$ cat src/rtl/rom_load_sequencer.sv
// rom_load_sequencer
//   Steers the HPS ROM download stream into the core's ROM regions and owns
//   the core reset. Each accepted ioctl write is re-issued one cycle later as
//   a single-cycle dn_wr with its decoded one-hot region. Accepted bytes are
//   counted and summed. The core is held in reset until a complete,
//   size-correct image has loaded and a settle delay has expired.
//
// Ports:
//   clk_sys, reset          clock and asynchronous active-high reset
//   ioctl_download          download in progress (level)
//   ioctl_wr/addr/dout      byte write strobe, linear address, data
//   soft_reset              user reset request (synchronous level)
//   dn_addr/data/wr/region  re-timed write to the core
//   core_reset              reset to the core
//   load_done/load_error    result of the last load
//   byte_count/checksum     accepted bytes and their mod-2^16 sum

module rom_load_sequencer #(
  parameter int CPU_SIZE      = 16384,
  parameter int GFX_SIZE      = 4096,
  parameter int PROM_SIZE     = 32,
  parameter int SETTLE_CYCLES = 16
) (
  input  logic        clk_sys,
  input  logic        reset,
  input  logic        ioctl_download,
  input  logic        ioctl_wr,
  input  logic [24:0] ioctl_addr,
  input  logic [7:0]  ioctl_dout,
  input  logic        soft_reset,
  output logic [15:0] dn_addr,
  output logic [7:0]  dn_data,
  output logic        dn_wr,
  output logic [2:0]  dn_region,
  output logic        core_reset,
  output logic        load_done,
  output logic        load_error,
  output logic [15:0] byte_count,
  output logic [15:0] checksum
);

  localparam int TOTAL = CPU_SIZE + GFX_SIZE + PROM_SIZE;
  localparam int SW    = (SETTLE_CYCLES > 1) ? $clog2(SETTLE_CYCLES) : 1;

  localparam logic [SW-1:0] SETTLE_LAST = SW'(SETTLE_CYCLES - 1);
  localparam logic [24:0]   GFX_BASE    = 25'(CPU_SIZE);
  localparam logic [24:0]   PROM_BASE   = 25'(CPU_SIZE + GFX_SIZE);
  localparam logic [24:0]   END_ADDR    = 25'(TOTAL);
  localparam logic [15:0]   TOTAL16     = 16'(TOTAL);

  typedef enum logic [1:0] {S_IDLE, S_LOAD, S_SETTLE, S_RUN} state_t;

  state_t        state_q, state_d;
  logic          dl_prev_q, dl_prev_d;
  logic          check_pend_q, check_pend_d;
  logic          overflow_q, overflow_d;
  logic [SW-1:0] settle_cnt_q, settle_cnt_d;
  logic          core_reset_q, core_reset_d;
  logic          dn_wr_q, dn_wr_d;
  logic [15:0]   dn_addr_q, dn_addr_d;
  logic [7:0]    dn_data_q, dn_data_d;
  logic [2:0]    dn_region_q, dn_region_d;
  logic          load_done_q, load_done_d;
  logic          load_error_q, load_error_d;
  logic [15:0]   byte_count_q, byte_count_d;
  logic [15:0]   checksum_q, checksum_d;

  logic       dl_rise, dl_fall;
  logic [2:0] wr_region;

  assign dl_rise = ioctl_download & ~dl_prev_q;
  assign dl_fall = ~ioctl_download & dl_prev_q;

  // Full 25-bit compare: any set bit in [24:16] lands above END_ADDR and
  // decodes to "no region", which marks the write as dropped.
  always_comb begin
    if (ioctl_addr < GFX_BASE)       wr_region = 3'b001;
    else if (ioctl_addr < PROM_BASE) wr_region = 3'b010;
    else if (ioctl_addr < END_ADDR)  wr_region = 3'b100;
    else                             wr_region = 3'b000;
  end

  always_comb begin
    state_d      = state_q;
    dl_prev_d    = ioctl_download;
    check_pend_d = check_pend_q;
    overflow_d   = overflow_q;
    settle_cnt_d = settle_cnt_q;
    core_reset_d = core_reset_q;
    dn_wr_d      = 1'b0;
    dn_addr_d    = dn_addr_q;
    dn_data_d    = dn_data_q;
    dn_region_d  = dn_region_q;
    load_done_d  = load_done_q;
    load_error_d = load_error_q;
    byte_count_d = byte_count_q;
    checksum_d   = checksum_q;

    if (dl_rise) begin
      // A new download always wins, whatever state we are in.
      state_d      = S_LOAD;
      check_pend_d = 1'b0;
      overflow_d   = 1'b0;
      core_reset_d = 1'b1;
      load_done_d  = 1'b0;
      load_error_d = 1'b0;
      byte_count_d = 16'd0;
      checksum_d   = 16'd0;
    end else begin
      case (state_q)
        S_IDLE: core_reset_d = 1'b1;
        S_LOAD: begin
          core_reset_d = 1'b1;
          if (check_pend_q) begin
            // Size check runs one cycle after the falling edge so a byte
            // written in the edge cycle is already counted.
            check_pend_d = 1'b0;
            if (byte_count_q == TOTAL16 && !overflow_q) begin
              state_d      = S_SETTLE;
              settle_cnt_d = '0;
              load_done_d  = 1'b1;
            end else begin
              state_d      = S_IDLE;
              load_done_d  = 1'b0;
              load_error_d = 1'b1;
            end
          end else begin
            if (ioctl_wr) begin
              if (wr_region != 3'b000) begin
                dn_wr_d      = 1'b1;
                dn_addr_d    = ioctl_addr[15:0];
                dn_data_d    = ioctl_dout;
                dn_region_d  = wr_region;
                byte_count_d = byte_count_q + 16'd1;
                checksum_d   = checksum_q + {8'h00, ioctl_dout};
              end else begin
                overflow_d = 1'b1;
              end
            end
            if (dl_fall) check_pend_d = 1'b1;
          end
        end
        S_SETTLE: begin
          core_reset_d = 1'b1;
          if (soft_reset) begin
            settle_cnt_d = '0;
          end else if (settle_cnt_q == SETTLE_LAST) begin
            state_d      = S_RUN;
            core_reset_d = 1'b0;
          end else begin
            settle_cnt_d = settle_cnt_q + 1'b1;
          end
        end
        S_RUN: begin
          core_reset_d = 1'b0;
          if (soft_reset) begin
            state_d      = S_SETTLE;
            settle_cnt_d = '0;
            core_reset_d = 1'b1;
          end
        end
        default: begin
          state_d      = S_IDLE;
          core_reset_d = 1'b1;
        end
      endcase
    end
  end

  always_ff @(posedge clk_sys or posedge reset) begin
    if (reset) begin
      state_q      <= S_IDLE;
      dl_prev_q    <= 1'b0;
      check_pend_q <= 1'b0;
      overflow_q   <= 1'b0;
      settle_cnt_q <= '0;
      core_reset_q <= 1'b1;
      dn_wr_q      <= 1'b0;
      dn_addr_q    <= 16'd0;
      dn_data_q    <= 8'd0;
      dn_region_q  <= 3'b000;
      load_done_q  <= 1'b0;
      load_error_q <= 1'b0;
      byte_count_q <= 16'd0;
      checksum_q   <= 16'd0;
    end else begin
      state_q      <= state_d;
      dl_prev_q    <= dl_prev_d;
      check_pend_q <= check_pend_d;
      overflow_q   <= overflow_d;
      settle_cnt_q <= settle_cnt_d;
      core_reset_q <= core_reset_d;
      dn_wr_q      <= dn_wr_d;
      dn_addr_q    <= dn_addr_d;
      dn_data_q    <= dn_data_d;
      dn_region_q  <= dn_region_d;
      load_done_q  <= load_done_d;
      load_error_q <= load_error_d;
      byte_count_q <= byte_count_d;
      checksum_q   <= checksum_d;
    end
  end

  // In RUN the core reset follows soft_reset directly, so a request is seen
  // by the core in the same cycle; the registered term then covers SETTLE.
  assign core_reset = core_reset_q | ((state_q == S_RUN) & soft_reset);
  assign dn_wr      = dn_wr_q;
  assign dn_addr    = dn_addr_q;
  assign dn_data    = dn_data_q;
  assign dn_region  = dn_region_q;
  assign load_done  = load_done_q;
  assign load_error = load_error_q;
  assign byte_count = byte_count_q;
  assign checksum   = checksum_q;

endmodule
$ cat config.mk
export PLATFORM = sky130hd
export DESIGN_NAME = rom_load_sequencer
export DESIGN_NICKNAME = d
export VERILOG_FILES = /design/src/rtl/rom_load_sequencer.sv
export SDC_FILE = /design/constraint.sdc
export NUM_CORES = 1
export LEC_CHECK = 0
export BUFFER_PORTS_ARGS = -buffer_cell sky130_fd_sc_hd__buf_2
export CAP_MARGIN = 10
export CORE_MARGIN = 2
export CORE_UTILIZATION = 45
export DETAILED_ROUTE_END_ITERATION = 10
export PLACE_DENSITY_LB_ADDON = 0.2
export RECOVER_POWER = 25
export SLEW_MARGIN = 20
export SYNTH_ARGS = -nofsm -noshare
export SYNTH_HDL_FRONTEND = slang
export SYNTH_SLANG_ARGS = --single-unit
$ cat constraint.sdc
create_clock -name clk_sys -period 2.1 [get_ports clk_sys]
set_input_delay 0.105 -clock clk_sys [delete_from_list [all_inputs] [get_ports clk_sys]]
set_output_delay 0.105 -clock clk_sys [all_outputs]
set_load 0.005 [all_outputs]
==> impl_metrics.csv <==
group,metric,value,unit
run_status,status,"finished clean",
synthesis,synth_common_cells,"71 x dfrtp_1, 35 x nor2_1, 25 x nand2_1",
synthesis,ys_seq_area_share,48.7,%
sta,slew_headroom,35.5,%
cells_and_area,diodes,0,
floorplan,ios,101,
critical_path,worstSetupEndpointType,"register",
critical_path,slowest_stage,"dlygate4sd3_1",
placed_design,routabilityCongestion,0.831,
synthesis,synth.avg_cell_area,10.8,µm²
critical_path,critPathLaunch,"ioctl_dout[6]",
synthesis,synthFlopType,"dfrtp_1",
synthesis,ys_types,55,
grt,grt_use_total,20.1,%
sta,maxSlewViolCount,0,
cells_and_area,drive_gt1_share,40.6,%
sta,period_share,96.7,%
sta,finalHoldViolCount,0,
clock_network,cts_root_buffer,"clkbuf_8",
cells_and_area,fillCellCount,715,
grt,grt_max_degree,73,
synthesis,synth.most_common_cell,"dfrtp_1",
drt,antenna_left,0,
sta,fmax,493,MHz
placed_design,numPortBuffers,100,
drt,drt_iter0_drc,175,
synthesis,ys_top_cells_by_area,"dfrtp_1 48%, mux2_2 6.7%, ha_1 4.7%",
sta,layout_min_cycle_time,2.03,ns
clock_network,clockBufferDepth,2,
cells_and_area,areaGrowthSynthToFinish,34.6,%
placed_design,dp_hpwl,6.22,mm
drt,vias,3164,
floorplan,die_w,94.7,µm
critical_path,reg2reg_from,"checksum[5]",
critical_path,crit_chain,"dlygate4sd3_1 -> buf_2 -> ha_1 -> or3_1 -> buf_4 -> nor3_1 -> nor3_2 -> nand3_1 -> xor2_1 -> nor2_1",
power_and_ir_drop,ir_drop,0.435,mV
cells_and_area,multi_input_area,0.00192,mm²
worst_hold_path,hp-class,"in -> reg",
clock_network,ctsHtreeMaxLevel,3,
synthesis,synth_largest_area_cell,"dfrtp_1",
clock_network,tritoncts,"done",
drt,first_pass_iters,5,
synthesis,synthCells,343,
critical_path,slowest_delay,0.53,ns
grt,grt_first_pass_wirelength,14.0,mm
synthesis,yosys_register_bits,72,
clock_network,cts.sinks,72,
grt,grt-ovfl-total,0,
run,maxCapViolCount,0,
critical_path,worstPathMaxFanout,4,
power_and_ir_drop,leakagePower,2.65,nW
floorplan,die_y,94.7,µm
critical_path,critPathArrivalTime,2.24,ns
floorplan,dieArea,0.00897,mm²
synthesis,async_flop_share,100,%
clock_network,clk_pin_slew,0.07,ns
clock_network,clock_latency,0.35,ns
floorplan,rows,33,
synthesis,synth.top_cell.area_share,48.0,%
worst_hold_path,hp-start,"ioctl_addr[0]",
cells_and_area,fin_nets,544,
sta,rsz0062_at_grt,"true",
drt,drc,0,
floorplan,start_util,45.8,%
grt,grt_pass1_vias,3022,
drt,routed_wl,8.79,mm
sta,tightestPinTransition,0.968,ns
synthesis,synth_warnings,0,
drt,vias_per_cell,5.27,
critical_path,worstSetupPathType,"in -> reg",
grt,antenna_found_initial,0,
sta,tns,0,ns
clock_network,numCtsBuffers,9,
floorplan,core_area,0.00809,mm²
sta,finalClockSkew,0.0146,ns
synthesis,synth-edff-count,0,
power_and_ir_drop,total_power,3.32,mW
synthesis,synthesis.area,0.00370,mm²
cells_and_area,ff_latch_area,0.00180,mm²
synthesis,synth_fp_nets,396,
drt,post_drt_wl_per_cell,14.7,µm
sta,setup_viol,0,
critical_path,startpoint_type,"primary input",
critical_path,cp.required,2.31,ns
power_and_ir_drop,power.density,666,mW/mm²
where the power goes:
part	switching [mW]	total [mW]	internal [mW]	leakage, nW
registers	0.0484	1.50	1.46	0.994
clock network	0.507	1.20	0.695	0.108
logic	0.330	0.613	0.283	1.54
metal layers:
| metal | share of wire (%) | routed length, µm | vias to the layer above | GRT usage, % |
|---|---|---|---|---|
| met5 | 0 | 0 | - | 0 |
| met4 | 1.2 | 107 | 0 | 7.85 |
| met3 | 4.8 | 426 | 9 | 3.03 |
| met2 | 48 | 4200 | 88 | 31.7 |
| met1 | 46 | 4060 | 1535 | 28.0 |
| li1 | - | - | 1532 | - |
timing repair:
action,in CTS,in global routing
endpoints found under the hold margin,78,0
gates cloned,0,0
endpoints found under the setup margin,1,36
hold buffers,8,0
buffers inserted,0,3
gates resized for setup,1,20
pin swaps,1,5
state kept, by name (all words and copies together), names as in the netlist:
| signal | flops |
|---|---|
| byte_count | 16 |
| check_pend_q | 1 |
| checksum | 16 |
| core_reset_q | 1 |
| dl_prev_q | 1 |
| dn_addr | 16 |
| dn_data | 8 |
| dn_region | 3 |
| dn_wr | 1 |
| load_done | 1 |
| load_error | 1 |
| overflow_q | 1 |
| settle_cnt_q | 4 |
| state_q | 2 |
final timing paths:
check | cells past startpoint | slack [ns] | end
max in group asynchronous | 4 | 0.84 | checksum[12]
setup reg to reg | 8 | 0.07 | checksum[11]
hold reg to reg | 1 | 0.48 | dn_addr[15]
min in group asynchronous | 4 | 0.64 | byte_count[6]
setup / recovery | 10 | 0.07 | checksum[11]
hold / removal | 2 | 0.01 | dn_addr[0]
placed cells by master (no fill, tap or decap), types with 4 or more instances in the layout:
cell type	instances
buf_2	99
dfrtp_1	71
buf_4	37
nor2_1	34
nand2_1	25
mux2_2	21
nand3_1	20
xor2_1	15
o21ai_0	13
a21oi_1	12
ha_1	12
nand2b_1	10
nand4_1	10
clkbuf_8	10
dlygate4sd3_1	8
and3_1	6
or3_1	5
inv_1	5
xnor2_1	5
mux2i_1	4
stage by stage:
stage | area (µm²) | setup WS, ns | std cells | hold slack, ns | utilization, %
6_report | 4980 | 0.0700 | 600 | 0.00965 | 61.6
5_1_grt | 4980 | -0.0394 | 600 | 0.00812 | 61.6
4_1_cts | 4890 | 0.000491 | 597 | 0.00460 | 60.5
3_5_place_dp | 4590 | 0.000351 | 574 | 0.222 | 56.7
3_3_place_gp | 4590 | 0.0387 | 574 | 0.223 | 56.7
2_1_floorplan | 3700 | 0.00941 | 343 | 0.136 | -
layout make-up:
cell class | count | area share, %
Clock buffer | 10 | 2.76
Sequential cell | 72 | 36.2
Multi-Input combinational cell | 254 | 38.5
Clock inverter | 5 | 1.63
Timing Repair Buffer | 147 | 17.7
Inverter | 7 | 0.527
Tap cell | 105 | 2.64
logic make-up (layout without fill, tap and decap cells):
group                      count (synthesis)  in the layout  share of synthesized area (%)
AOI/OAI and AO/OA                         51             51                           9.76
xor gates and xnor gates                  20             20                           4.73
adders and majority gates                 15             15                           5.27
buffers and inverters                     17            169                           1.86
DFF                                       72             72                           48.7
muxes                                     28             28                           8.38
and+or+nand+nor                          140            140                           21.3
critical path: cells and delay by family:
kind,cells,cell delay [ns]
xor+xnor,1,0.15
buf+inv,3,0.82
simple gates,5,0.95
fa+ha+maj,1,0.22
No activity file was read; power rests on OpenSTA's default activity.
